File: src/rtl/mdu_issue_pkg.sv
// Shared definitions for the M-extension issue stage: funct3 codes, FSM states,
// datapath width and the 32->64 extension helpers.
package mdu_issue_pkg;

  localparam int XLEN = 32'd64;

  typedef enum logic [2:0] {
    F3_MUL    = 3'b000,
    F3_MULH   = 3'b001,
    F3_MULHSU = 3'b010,
    F3_MULHU  = 3'b011,
    F3_DIV    = 3'b100,
    F3_DIVU   = 3'b101,
    F3_REM    = 3'b110,
    F3_REMU   = 3'b111
  } funct3_e;

  typedef enum logic [1:0] {
    ST_IDLE = 2'd0,
    ST_BUSY = 2'd1,
    ST_DONE = 2'd2
  } state_e;

  function automatic logic [XLEN-1:0] sext32(input logic [31:0] v);
    return {{32{v[31]}}, v};
  endfunction

  function automatic logic [XLEN-1:0] zext32(input logic [31:0] v);
    return {32'd0, v};
  endfunction

endpackage

File: src/rtl/mdu_opprep.sv
// Combinational operand preparation and one-hot operation decode for the MDU.
module mdu_opprep
  import mdu_issue_pkg::*;
(
  input  logic [2:0]      funct3,
  input  logic            word,
  input  logic [XLEN-1:0] src1,
  input  logic [XLEN-1:0] src2,
  output logic [XLEN-1:0] src1_prep,
  output logic [XLEN-1:0] src2_prep,
  output logic [7:0]      op_onehot,
  output logic            illegal
);

  // Bit i of the select vector corresponds to funct3 == i.
  assign op_onehot = 8'b0000_0001 << funct3;

  // Word variants extend the low halves; the high-half multiplies have no W form.
  always_comb begin
    src1_prep = src1;
    src2_prep = src2;
    illegal   = 1'b0;
    if (word) begin
      case (funct3_e'(funct3))
        F3_MUL, F3_DIV, F3_REM: begin
          src1_prep = sext32(src1[31:0]);
          src2_prep = sext32(src2[31:0]);
        end
        F3_DIVU, F3_REMU: begin
          src1_prep = zext32(src1[31:0]);
          src2_prep = zext32(src2[31:0]);
        end
        default: illegal = 1'b1;
      endcase
    end else begin
      src1_prep = src1;
      src2_prep = src2;
    end
  end

endmodule

File: src/rtl/mdu_issue.sv
// Issue stage between the pipeline and a multi-cycle multiply/divide unit, with
// a single-entry last-result reuse store and pipeline-flush handling.
module mdu_issue
  import mdu_issue_pkg::*;
#(
  parameter int TAG_W    = 32'd5,
  parameter bit REUSE_EN = 1'b1
) (
  input  logic             clk,
  input  logic             rst,
  input  logic             flush,
  input  logic             in_valid,
  output logic             in_ready,
  input  logic [2:0]       in_funct3,
  input  logic             in_word,
  input  logic [63:0]      in_src1,
  input  logic [63:0]      in_src2,
  input  logic [TAG_W-1:0] in_tag,
  output logic             mdu_mul,
  output logic             mdu_mulh,
  output logic             mdu_mulhu,
  output logic             mdu_mulhsu,
  output logic             mdu_div,
  output logic             mdu_divu,
  output logic             mdu_rem,
  output logic             mdu_remu,
  output logic [63:0]      mdu_src1,
  output logic [63:0]      mdu_src2,
  output logic             mdu_flush,
  input  logic [63:0]      mdu_result,
  input  logic             mdu_ready,
  output logic             out_valid,
  input  logic             out_ready,
  output logic [63:0]      out_result,
  output logic [TAG_W-1:0] out_tag
);

  state_e            state_r;
  logic [2:0]        funct3_r;
  logic              word_r;
  logic [7:0]        sel_r;
  logic [XLEN-1:0]   src1_r, src2_r, result_r;
  logic [TAG_W-1:0]  tag_r;
  logic              mdu_flush_r;

  logic              hit_valid_r;
  logic [2:0]        hit_funct3_r;
  logic              hit_word_r;
  logic [XLEN-1:0]   hit_src1_r, hit_src2_r, hit_result_r;

  logic [XLEN-1:0]   src1_prep_s, src2_prep_s, capture_s;
  logic [7:0]        onehot_s;
  logic              illegal_s, hit_s;

  mdu_opprep u_opprep (
    .funct3    (in_funct3),
    .word      (in_word),
    .src1      (in_src1),
    .src2      (in_src2),
    .src1_prep (src1_prep_s),
    .src2_prep (src2_prep_s),
    .op_onehot (onehot_s),
    .illegal   (illegal_s)
  );

  assign hit_s = REUSE_EN && hit_valid_r && (hit_funct3_r == in_funct3) &&
                 (hit_word_r == in_word) && (hit_src1_r == src1_prep_s) &&
                 (hit_src2_r == src2_prep_s);

  assign capture_s = word_r ? sext32(mdu_result[31:0]) : mdu_result;

  assign in_ready   = (state_r == ST_IDLE);
  assign out_valid  = (state_r == ST_DONE);
  assign {mdu_remu, mdu_rem, mdu_divu, mdu_div,
          mdu_mulhu, mdu_mulhsu, mdu_mulh, mdu_mul} = sel_r;
  assign mdu_src1   = src1_r;
  assign mdu_src2   = src2_r;
  assign mdu_flush  = mdu_flush_r;
  assign out_result = result_r;
  assign out_tag    = tag_r;

  // Issue FSM, operand/result registers and reuse store.
  always_ff @(posedge clk or posedge rst) begin
    if (rst) begin
      state_r      <= ST_IDLE;
      funct3_r     <= 3'd0;
      word_r       <= 1'b0;
      sel_r        <= 8'd0;
      src1_r       <= 64'd0;
      src2_r       <= 64'd0;
      result_r     <= 64'd0;
      tag_r        <= '0;
      mdu_flush_r  <= 1'b0;
      hit_valid_r  <= 1'b0;
      hit_funct3_r <= 3'd0;
      hit_word_r   <= 1'b0;
      hit_src1_r   <= 64'd0;
      hit_src2_r   <= 64'd0;
      hit_result_r <= 64'd0;
    end else begin
      mdu_flush_r <= flush && (state_r == ST_BUSY);
      if (flush) begin
        // A kill drops any request, in-flight result and the reuse entry.
        state_r     <= ST_IDLE;
        sel_r       <= 8'd0;
        hit_valid_r <= 1'b0;
      end else begin
        case (state_r)
          ST_IDLE: begin
            if (in_valid) begin
              funct3_r <= in_funct3;
              word_r   <= in_word;
              src1_r   <= src1_prep_s;
              src2_r   <= src2_prep_s;
              tag_r    <= in_tag;
              if (illegal_s) begin
                result_r <= 64'd0;
                state_r  <= ST_DONE;
              end else if (hit_s) begin
                result_r <= hit_result_r;
                state_r  <= ST_DONE;
              end else begin
                sel_r    <= onehot_s;
                state_r  <= ST_BUSY;
              end
            end
          end
          ST_BUSY: begin
            if (mdu_ready) begin
              result_r     <= capture_s;
              sel_r        <= 8'd0;
              state_r      <= ST_DONE;
              hit_valid_r  <= REUSE_EN;
              hit_funct3_r <= funct3_r;
              hit_word_r   <= word_r;
              hit_src1_r   <= src1_r;
              hit_src2_r   <= src2_r;
              hit_result_r <= capture_s;
            end
          end
          ST_DONE: begin
            if (out_ready) begin
              state_r <= ST_IDLE;
            end
          end
          default: begin
            state_r <= ST_IDLE;
            sel_r   <= 8'd0;
          end
        endcase
      end
    end
  end

endmodule

File: config.mk
export PLATFORM = sky130hd
export DESIGN_NAME = mdu_issue
export DESIGN_NICKNAME = d
export VERILOG_FILES = /design/src/rtl/mdu_issue_pkg.sv /design/src/rtl/mdu_opprep.sv /design/src/rtl/mdu_issue.sv
export SDC_FILE = /design/constraint.sdc
export NUM_CORES = 1
export LEC_CHECK = 0
export CORE_UTILIZATION = 53
export CTS_BUF_LIST = sky130_fd_sc_hd__clkbuf_4
export DETAILED_ROUTE_END_ITERATION = 6
export PLACE_DENSITY = 0.84
export SYNTH_ARGS = -nofsm -noshare
export SYNTH_HDL_FRONTEND = slang
export SYNTH_SLANG_ARGS = --single-unit
File: constraint.sdc
create_clock -name clk -period 16.4 [get_ports clk]
set_clock_uncertainty 0.2 [all_clocks]
set_input_delay 2.46 -clock clk [delete_from_list [all_inputs] [get_ports clk]]
set_output_delay 2.46 -clock clk [all_outputs]
set_load 0.01 [all_outputs]
# [Word level (Yosys, flattened, before mapping)]
# Cells that the tools add are included.
[word_totals] out_inout_bits=208 word_cells=83 ff_bits=409 input_bits=207
[classes] n_eq_ne=19 bitwise_logic=1 n_mux=28 shift=1 reduce_logical=19
[ops] cell="2-to-1 mux 64 bit" n=7
[ops] cell="case mux 64 bit (2 select lines)" n=3
[ops] cell="== test 64 bit" n=2
[ops] cell="2-to-1 mux 8 bit" n=5
[ops] cell="case mux 8 bit (3 select lines)" n=1
[ops] cell="== test 3 bit, second input constant" n=4
[ops] cell="2-to-1 mux 2 bit" n=6
[ops] cell="!= test 3 bit, second input constant" n=4
[ops] cell="AND reduction 5 bit" n=2
[ops] cell="AND reduction 3 bit" n=3
[ops] cell="left shift 1 x 3 -> 8 bit, first input constant" n=1
[ops] cell="!= test 2 bit, second input constant" n=3
[ops] cell="case mux 2 bit (3 select lines)" n=1
[ops] cell="nonzero test 2 bit" n=3
[ops] cell="logical AND 1 bit" n=5
[ops] cell="2-to-1 mux 1 bit" n=5
[ops] cell="OR reduction 5 bit" n=1
[ops] cell="== test 3 bit" n=1
[ops] cell="zero test 3 bit" n=1
[ops] cell="!= test 3 x 1 -> 1 bit, second input constant" n=1
[ops] cell="!= test 3 x 2 -> 1 bit, second input constant" n=1
[ops] cell="OR reduction 3 bit" n=1
[ops] cell="== test 2 x 1 -> 1 bit, second input constant" n=1
[ops] cell="== test 2 bit, second input constant" n=1
[ops] cell="other kinds (5)" n=5

# [Logic depth before layout (Yosys ltp)]
# Gate-level depths: netlist of run 1.
[depth] word_depth=12 ltp_mapped=15 ltp_nobuf=10

# [By module]
# Synthesis of run 1 repeated with hierarchy kept, for this count alone.
[unflattened] hier_cells=1879 hier_area_um2=19233.4
[by_module_without_submodules] module="mdu_issue" cells_per_inst=1720 seq_area_each_um2=10234.8 area_per_inst_um2=17981.0 n_inst=1
[by_module_without_submodules] module="mdu_opprep" cells_per_inst=159 seq_area_each_um2=0.0 area_per_inst_um2=1252.5 n_inst=1

# [Least setup slack after synthesis of run 1]
# No wires, ideal clock.
[synth_timing] path_type="in2reg" from="input port in_funct3[0]" to="register result_r[39] (netlist: out_result[39])" arrival_ns=4.941 path_stages=13 n_path_buf=4 path_slack_ns=11.135 setup_ns=0.125 required_time_ns=16.075 path_cell_list="buf_6 -> o21bai_4 -> nand2_4 -> buf_6 -> a21oi_1 -> o22ai_1 -> or4b_1 -> nor4_1 -> nand4_1 -> o21ai_1 -> buf_4 -> buf_6 -> mux2_2"
[synth_between] elab_chain_cells=9 word_cells_on_any_way=26 cone_classes="eq/ne: 8; mux: 9; reduce/logical: 9"
[synth_lines] item="from (decl)" line_no="mdu_issue.sv:14" text="input logic [2:0] in_funct3,"
[synth_lines] item="== test 3 bit / zero test 3 bit (equally long branches)" line_no="mdu_opprep.sv:24" text="case (funct3_e'(funct3))"
[synth_lines] item="OR reduction 3 bit / OR reduction 2 bit (equally long branches)" line_no="mdu_opprep.sv:24"
[synth_lines] item="case mux 64 bit (2 select lines)" line_no="mdu_opprep.sv:24"
[synth_lines] item="2-to-1 mux 64 bit" line_no="mdu_opprep.sv:23" text="if (word) begin"
[synth_lines] item="== test 64 bit" line_no="mdu_issue.sv:67" text="(hit_word_r == in_word) && (hit_src1_r == src1_prep_s) &&"
[synth_lines] item="logical AND 1 bit (2 in a row)" line_no="mdu_issue.sv:67"
[synth_lines] item="!= test 3 x 1 -> 1 bit (no source line)"
[synth_lines] item="AND reduction 5 bit (no source line)"
[synth_lines] item="to (signal assigned)" line_no="mdu_issue.sv:120" text="result_r <= hit_result_r;"
[synth_lines] item="to (signal assigned)" line_no="mdu_issue.sv:130" text="result_r <= capture_s;"
[synth_lines] item="to (decl)" line_no="mdu_issue.sv:42" text="logic [XLEN-1:0] src1_r, src2_r, result_r;"
# Several ways; a longest one is shown, not always the timed one. The select of a mux whose other input is x is not followed.
# A chain may end at the register's enable or synchronous reset.

# [Final worst setup path of run 1]
[layout_timing] from="input port in_funct3[1]" to="register result_r[11] (netlist: out_result[11])"
# The elaborated chain is that of the path after synthesis.

==> results of run 1 <==
==> state kept, by name (all words and copies together), names as in the netlist, 2 cells and up <==
signal,flops
sel_r,8
mdu_src2,64
funct3_r,3
out_result,64
hit_src2_r,64
hit_funct3_r,3
hit_src1_r,64
mdu_src1,64
hit_result_r,64
state_r,2
out_tag,5
==> through the flow <==
| stage | hold WS [ps] | util (%) | instances | instance area (sq um) | power, uW |
|---|---|---|---|---|---|
| after floorplan | 239 | - | 2237 | 19400 | 2080 |
| after global placement | 249 | 66.1 | 2988 | 23700 | 2610 |
| after detailed placement | 261 | 66.1 | 2988 | 23700 | 2660 |
| after CTS | 277 | 69.6 | 3163 | 25000 | 3530 |
| after global routing | 300 | 69.7 | 3168 | 25000 | 3720 |
| final | 272 | 69.7 | 3168 | 25000 | 3520 |
==> worst register-to-register path, delay by kind of cell (launching register included) <==
family,cells,cell delay [ps]
AND/OR/NAND/NOR,6,1920
XOR/XNOR,1,210
flip-flops,1,390
buffers and inverters,1,710
AO/OA/AOI/OAI,1,190
multiplexers,1,490
==> layer usage <==
| layer | GRT usage, % | part of all wire [%] | up-vias |
|---|---|---|---|
| li1 | - | - | 8295 |
| met1 | 42.9 | 40 | 8804 |
| met2 | 54.3 | 48 | 781 |
| met3 | 8.19 | 7.9 | 148 |
| met4 | 15.4 | 3.9 | 0 |
| met5 | 0 | 0 | - |
==> area by class of cell <==
cell class,instances,area share [%]
antenna,5,0.0501
clock buffer,152,4.57
clock inverter,23,0.526
inverter,25,0.406
multi-input combinational,1664,34.0
sequential,409,41.0
tap,461,2.31
timing repair buffer,429,17.1
==> cell families after synthesis <==
logic type	Yosys count
AO/OA/AOI/OAI	355
XOR/XNOR	60
flip-flops	409
buffers and inverters	164
multiplexers	72
AND/OR/NAND/NOR	1177
==> cell usage after synthesis (7+ instances only) <==
cell type	n
a21oi_1	102
a22o_1	10
a31oi_1	12
a32o_1	8
buf_1	9
buf_2	12
buf_6	14
clkbuf_1	101
dfrtp_1	409
inv_1	24
mux2_1	14
mux2_2	50
mux2i_1	8
nand2_1	883
nand2b_1	42
nand3_1	78
nand4_1	32
nor2_1	48
nor2b_1	7
nor3_1	10
nor4_1	23
nor4b_1	7
o21ai_0	156
o22ai_1	13
o2bb2ai_1	7
or2_2	10
xnor2_1	25
xor2_1	35
==> path summary, 6_finish.rpt <==
check                                   to  slack, ps  depth (start not counted)
min in group asynchronous   hit_src2_r[28]       1970                          2
max in group asynchronous   out_result[63]      11650                          4
min                        hit_funct3_r[1]        270                          2
max                         out_result[11]       9460                         12
max reg2reg                 out_result[11]      12180                         10
min reg2reg                hit_funct3_r[1]        270                          2
==> power groups by stage <==
stage / Combinational (uW) / Sequential [uW] / Clock (uW)
final: 1100 / 1560 / 859
after global routing: 1200 / 1590 / 929
after CTS: 1100 / 1550 / 876
after detailed placement: 1100 / 1570 / 0
after global placement: 1060 / 1550 / 0
after floorplan: 514 / 1570 / 0
==> results.json, run 1 <==
{
  "r2r-start": "hit_funct3_r[0]",
  "worstSkewPairLatency_ps": 830,
  "layout-drive-gt1-share_pct": 9.51,
  "synthFlopType": "dfrtp_1",
  "vdd_drop_max_mv": 0.0901,
  "relSlewSlack_pct": 22.0,
  "period_minus_slack_ps": 6940,
  "wire_per_inst_microns": 19.8,
  "grtUsageTotal_pct": 33.6,
  "cts_setup_buffers": 0,
  "clkPwrFrac_pct": 24.4,
  "clk_path_buf_depth": 3,
  "final-max-slew-violation-count": 0,
  "start_kind": "input pin",
  "synth_top_area_share_pct": 52.7,
  "crit_path_end_kind": "register",
  "grt_max_degree": 174,
  "pwr-share-seq_pct": 44.3,
  "syn_nets": 2444,
  "startpoint": "in_funct3[1]",
  "powerDensity_nw_per_um2": 141,
  "synth_edf_count": 0,
  "place_congestion": 0.971,
  "synth-simple-area-share_pct": 25.9,
  "die_x_microns": 193,
  "status": "finished, violations left",
  "antenna_found_initial": 5,
  "path_class": "in -> reg",
  "switching_share_pct": 34.5,
  "grt_pass1_vias": 17961,
  "syn_avg_cell_area_sq_um": 8.68,
  "io_pins": 415,
  "synth-xor-area-share_pct": 2.71,
  "hold_path.class": "reg -> reg",
  "antenna_left": 0,
  "regArea_sq_um": 10200,
  "worstPathArrival_ps": 7410,
  "critPathMaxStageDelay_ps": 730,
  "drt_iter0_markers": 1486,
  "synth_top_family_by_area": "simple AND/OR/NAND/NOR gates",
  "synth_area_leaders": "dfrtp_1 (53%), nand2_1 (17%), o21ai_0 (4.0%)",
  "post-place-ws_ps": 8740,
  "finalSetupViolations": 0,
  "ys_ff_latch": 409,
  "core-area_sq_um": 35800,
  "yosys_warnings": 0,
  "vias_per_cell": 5.69,
  "multi_input_area_sq_um": 8490,
  "root_buffer": "clkbuf_4",
  "syn_area_sq_um": 19400,
  "crit_buf_inv": 2,
  "die_h_microns": 193,
  "leakage_uw": 0.0118,
  "worstMarginPinSlew_ps": 1160,
  "async_flop_share_pct": 100,
  "synthAdderAreaFrac_pct": 0,
  "yosysSeqAreaShare_pct": 52.7,
  "netSwitchingPower_uw": 1210,
  "clock_sinks": 409,
  "max_freq_mhz": 144,
  "drt_first_pass_iters": 7,
  "fin_setup_tns_ps": 0,
  "drc_errors": 19,
  "cts_resized": 0,
  "post-synth-top-area-cell": "dfrtp_1",
  "wl_microns": 62800,
  "cts_buffers": 105,
  "grt_overflow": 0,
  "cts.hold.buffers_added": 0,
  "ys_types": 75,
  "rsz0062_at_grt": "no",
  "crit_path_cell_trace": "clkdlybuf4s50_1, o21ba_1, nor2_2, o211ai_1, o311a_1, nor4_1, nand4_1, nor4_1, nand4_1, o21ai_4, buf_4, mux2_2",
  "final_common_cell": "nand2_1",
  "grt_pass1_wl_microns": 99100,
  "cts.clk_slew.worst_paths_ps": 70,
  "synth_compound_area_share_pct": 10.8,
  "critPathMaxFanout": 65,
  "nNetsFinal": 2841,
  "period_share_pct": 42.3,
  "hp-start": "funct3_r[1]",
  "synth.area.mux_share_pct": 4.12,
  "failed_checks": "design-rule violations",
  "postSynthCellCount": 2237,
  "finalHoldViolCount": 0,
  "initial_utilization_pct": 54.2,
  "die-area_sq_um": 37400,
  "comb_power_share_pct": 31.3,
  "cts_max_level": 3,
  "nFillCells": 2824,
  "crit_required_ps": 16870,
  "slowest_stage": "nor2_2",
  "maxCapViolations": 0,
  "syn2layout_area_growth_pct": 28.6,
  "fin_ws_ps": 9460,
  "port_buffers": 414,
  "rows": 69,
  "tritoncts": "yes",
  "layout_common_cells": "nand2_1 (881), clkdlybuf4s50_1 (414), dfrtp_1 (409), o21ai_0 (156), clkbuf_4 (152)",
  "crit_family": "simple AND/OR/NAND/NOR gates",
  "dp_hpwl_microns": 43100,
  "p_int_uw": 2300,
  "via_count": 18028
}
(Power assumes the default switching activity.)
==> inputs of run 2 (changes only) <==
Clock period 16.4 ns to 6.8 ns, I/O delays scaled along.
==> run 2 against run 1 <==
Net effect: the flow still finishes with violations (design-rule violations); hold slack worse by 44 ps; sequential power increased by 140%; non-clock buffer count shrank 2; routed wire length is 0.70% higher; power is 140% higher; via count about the same; register-to-register slack worse by 9400 ps; combinational power rose by 140%; clock-buffer cell count up 2.
==> results.json, run 2 (synthesis gave the netlist of run 1 again) <==
{
  "tritoncts": "yes",
  "place_congestion": 0.932,
  "worstSkewPairLatency_ps": 820,
  "finalHoldViolCount": 0,
  "core-area_sq_um": 35800,
  "grt_overflow": 0,
  "worstMarginPinSlew_ps": 1310,
  "met3WireLength_microns": 5320,
  "nFillCells": 2711,
  "powerDensity_nw_per_um2": 341,
  "cts.hold.buffers_added": 0,
  "port_buffers": 414,
  "critPathMaxFanout": 91,
  "final_util_pct": 69.9,
  "leakage_uw": 0.0119,
  "drt_first_pass_iters": 7,
  "die_x_microns": 193,
  "cts_setup_buffers": 0,
  "crit_path_end_kind": "register",
  "period_share_pct": 74.1,
  "fin_cells": 3180,
  "antenna_found_initial": 8,
  "cts_max_level": 3,
  "wl_met1_microns": 25200,
  "syn2layout_area_growth_pct": 28.9,
  "dp_cells": 2986,
  "drc_errors": 23,
  "clk_path_buf_depth": 3,
  "grtUsageTotal_pct": 34.0,
  "crit_path_cell_trace": "clkdlybuf4s50_1, o21bai_4, nand2_4, a21oi_1, o22a_1, o31ai_1, nand3_1, nor4_1, nand4_1, o21ai_4, buf_12, mux2_2",
  "rsz0062_at_grt": "no",
  "status": "finished, violations left",
  "rows": 69,
  "drt_iter0_markers": 1465,
  "antenna_left": 0,
  "die_h_microns": 193,
  "top_layer": "met5",
  "layout_common_cells": "nand2_1 (881), clkdlybuf4s50_1 (414), dfrtp_1 (409), o21ai_0 (156), clkbuf_4 (154)",
  "layout-drive-gt1-share_pct": 9.62,
  "cts_resized": 0,
  "vias_per_cell": 5.67,
  "final-max-slew-violation-count": 0,
  "via_count": 18027,
  "wire_per_inst_microns": 19.9,
  "maxCapViolations": 0,
  "worstPathArrival_ps": 5510,
  "hold_path.class": "reg -> reg",
  "final_common_cell": "nand2_1",
  "period_minus_slack_ps": 5040,
  "io_pins": 415,
  "fin_setup_tns_ps": 0,
  "crit_required_ps": 7280,
  "path_class": "in -> reg",
  "slowest_stage": "clkdlybuf4s50_1",
  "grt_pass1_wl_microns": 100000,
  "die-area_sq_um": 37400,
  "nNetsFinal": 2841,
  "start_kind": "input pin",
  "dp_hpwl_microns": 43300,
  "root_buffer": "clkbuf_4",
  "wl_microns": 63200,
  "initial_utilization_pct": 54.2,
  "max_freq_mhz": 199,
  "finalSetupViolations": 0,
  "cts_buffers": 107,
  "grt_pass1_vias": 18122,
  "clock_sinks": 409,
  "relSlewSlack_pct": 12.8,
  "cts.clk_slew.worst_paths_ps": 70,
  "regArea_sq_um": 10200,
  "wl_met2_microns": 29900,
  "multi_input_area_sq_um": 8490,
  "vdd_drop_max_mv": 0.208,
  "grt_max_degree": 192,
  "critPathMaxStageDelay_ps": 830,
  "failed_checks": "design-rule violations"
}
==> run 2: cell count changes in the layout (fill, tap and decap cells not counted), moves of 2 or more <==
cell      previous run  this run
buf_12               2         4
clkinv_1            17        24
inv_2                1         4
clkinv_2             1         4
clkbuf_4           152       154
buf_4               13         9
==> run 2: final cells by class <==
type	count	share of cell area, %
flip-flops and latches	409	40.9
multi-input cells	1664	33.9
repair buffers	427	17.1
clock buffers	154	4.62
well taps	461	2.30
clock inverters	34	0.670
inverters	25	0.390
diodes	6	0.0600
==> run 2: worst paths after layout <==
check | start | end | slack (ps) | cells after the start
max | in_funct3[1] | out_result[30] | 1760 | 12
min | funct3_r[1] | hit_funct3_r[1] | 230 | 2
max reg2reg | hit_funct3_r[0] | sel_r[1] | 2760 | 10
min reg2reg | funct3_r[1] | hit_funct3_r[1] | 230 | 2
max in group asynchronous | rst | hit_src1_r[9] | 4320 | 3
min in group asynchronous | rst | mdu_src1[40] | 480 | 2
==> run 2: critical path: cells and delay by family <==
family | cells | cell delay, ps
buffers and inverters | 2 | 1190
multiplexers | 1 | 400
AND/OR/NAND/NOR | 4 | 1550
AO/OA/AOI/OAI | 5 | 1220
==> run 2: where the power goes <==
part           internal (uW)  switching [uW]  total, uW
Sequential              3170             603       3770
Combinational           1330            1320       2650
Clock                   1080            1040       2120
==> run 2: per-layer routing <==
metal	vias to the layer above	global-route usage, %
met3	172	8.84
met1	8727	43.7
met2	820	53.9
li1	8306	-
met5	-	0
met4	2	16.3
==> run 2: stage by stage <==
step	cell area (sq um)	total power, uW	hold WS, ps	setup slack [ps]
after global routing	25000	9020	258	1670
after detailed placement	23700	6420	260	1020
after global placement	23700	6310	249	1120
after floorplan	19400	5020	239	68.4
final	25000	8540	228	1760
after CTS	25000	8560	227	1890
==> inputs of run 3 (changes only) <==
Clock period 6.8 ns to 5 ns, I/O delays scaled along.
==> run 3 against run 2 <==
Net effect: the run still ends with design-rule violations left; combinational power grew 37%; highest routed layer unchanged; largest power group unchanged; critical path type unchanged; setup slack got worse by 910 ps; register-to-register slack lost 1600 ps.
==> results.json, run 3 (synthesis gave the netlist of run 1 again) <==
{
  "powerDensity_nw_per_um2": 463,
  "hold_slack_ps": 99.5,
  "worstSkewPairLatency_ps": 850,
  "die_h_microns": 193,
  "maxCapViolations": 0,
  "vdd_drop_max_mv": 0.345,
  "clkPwrFrac_pct": 25.4,
  "final_common_cell": "nand2_1",
  "grt_max_degree": 174,
  "antenna_found_initial": 7,
  "rsz0062_at_grt": "no",
  "placed_area_sq_um": 24000,
  "regArea_sq_um": 10200,
  "max_freq_mhz": 241,
  "final-max-slew-violation-count": 0,
  "syn2layout_area_growth_pct": 30.6,
  "die-area_sq_um": 37400,
  "port_buffers": 414,
  "drt_first_pass_iters": 7,
  "core-area_sq_um": 35800,
  "cts.clk_slew.worst_paths_ps": 70,
  "p_int_uw": 7680,
  "start_kind": "input pin",
  "cts_resized": 0,
  "status": "finished, violations left",
  "grt_pass1_wl_microns": 98600,
  "cts.hold.buffers_added": 0,
  "period_share_pct": 82.9,
  "drc_errors": 40,
  "path_class": "in -> reg",
  "multi_input_area_sq_um": 8490,
  "layout_common_cells": "nand2_1 (881), clkdlybuf4s50_1 (414), dfrtp_1 (409), o21ai_0 (156), clkbuf_4 (148)",
  "finalSetupViolations": 0,
  "fin_cells": 3212,
  "fin_setup_tns_ps": 0,
  "dp_cells": 3014,
  "failed_checks": "design-rule violations",
  "worstMarginPinSlew_ps": 1050,
  "clock_sinks": 409,
  "period_minus_slack_ps": 4150,
  "finalPower_uw": 11700,
  "switching_share_pct": 34.6,
  "rows": 69,
  "hold_path.class": "in -> async",
  "io_pins": 415,
  "fin_area_sq_um": 25400,
  "worstPathArrival_ps": 4640,
  "pwr-share-seq_pct": 43.6,
  "drt_iter0_markers": 1242,
  "via_count": 18108,
  "antenna_left": 0,
  "root_buffer": "clkbuf_4",
  "critPathMaxFanout": 36,
  "grt_pass1_vias": 18019,
  "clk_path_buf_depth": 3,
  "cts_setup_buffers": 0,
  "tritoncts": "yes",
  "grtUsageTotal_pct": 33.5,
  "vias_per_cell": 5.64,
  "wl_microns": 63200,
  "finalHoldViolCount": 0,
  "relSlewSlack_pct": 29.5,
  "comb_power_share_pct": 31.0,
  "die_x_microns": 193,
  "initial_utilization_pct": 54.2,
  "r2r-start": "hit_src2_r[26]",
  "leakage_uw": 0.0120,
  "wire_per_inst_microns": 19.7,
  "netSwitchingPower_uw": 4060,
  "cts_max_level": 3,
  "crit_required_ps": 5490,
  "startpoint": "in_funct3[2]",
  "nNetsFinal": 2871,
  "grt_overflow": 0,
  "nFillCells": 2716,
  "crit_path_end_kind": "register",
  "place_congestion": 0.971,
  "cts_buffers": 109,
  "layout-drive-gt1-share_pct": 10.5,
  "dp_hpwl_microns": 43900
}
## run 3: worst paths after layout
path,depth (start not counted),slack (ps),endpoint
worst min-delay path,2,100,mdu_src1[34]
min in group clk,3,230,out_tag[1]
max in group asynchronous,3,3270,hit_src1_r[23]
worst max register to register,9,1180,out_result[29]
worst min register to register,2,280,hit_src2_r[58]
worst max-delay path,13,850,out_result[29]
## run 3: cell type report
class                           count  share of cell area, %
Antenna cell                        8                 0.0789
Clock inverter                     42                   1.05
Sequential cell                   409                   40.4
Tap cell                          461                   2.27
Clock buffer                      148                   4.38
Inverter                           25                  0.385
Timing Repair Buffer              455                   18.0
Multi-Input combinational cell   1664                   33.5
## run 3: power by group through the flow
stage / Combinational (uW) / Sequential [uW] / Clock (uW)
floorplan: 1690 / 5140 / 0
detailed placement: 3620 / 5140 / 0
finish: 3630 / 5120 / 2980
global route: 3940 / 5230 / 3220
global placement: 3510 / 5090 / 0
CTS: 3640 / 5100 / 3030
## run 3: per-layer routing
layer  global-route usage [%]  wire, microns  up-vias
met1                     42.2          24700     8712
met3                     9.68           5730      182
met5                        0             13        -
li1                         -              -     8363
met4                     17.1           3090        2
met2                     52.9          29600      849
## run 3: critical path, stage by stage
cell and delay [ps]:
clkdlybuf4s50_1 620, o21bai_4 220, nand2_4 250, buf_4 280, o21ai_0 90, a311oi_1 180, nor4_1 640, nand4_1 180
nor4_1 210, nand4_1 270, o21ai_4 290, buf_12 260, mux2_2 370
## run 3: per-stage QoR
| step | setup WS [ps] | util [%] |
|---|---|---|
| 2_1_floorplan | -1460 | - |
| 3_3_place_gp | 225 | 66.9 |
| 3_5_place_dp | 146 | 66.9 |
| 4_1_cts | 1010 | 70.7 |
| 5_1_grt | 743 | 70.8 |
| 6_report | 854 | 70.8 |
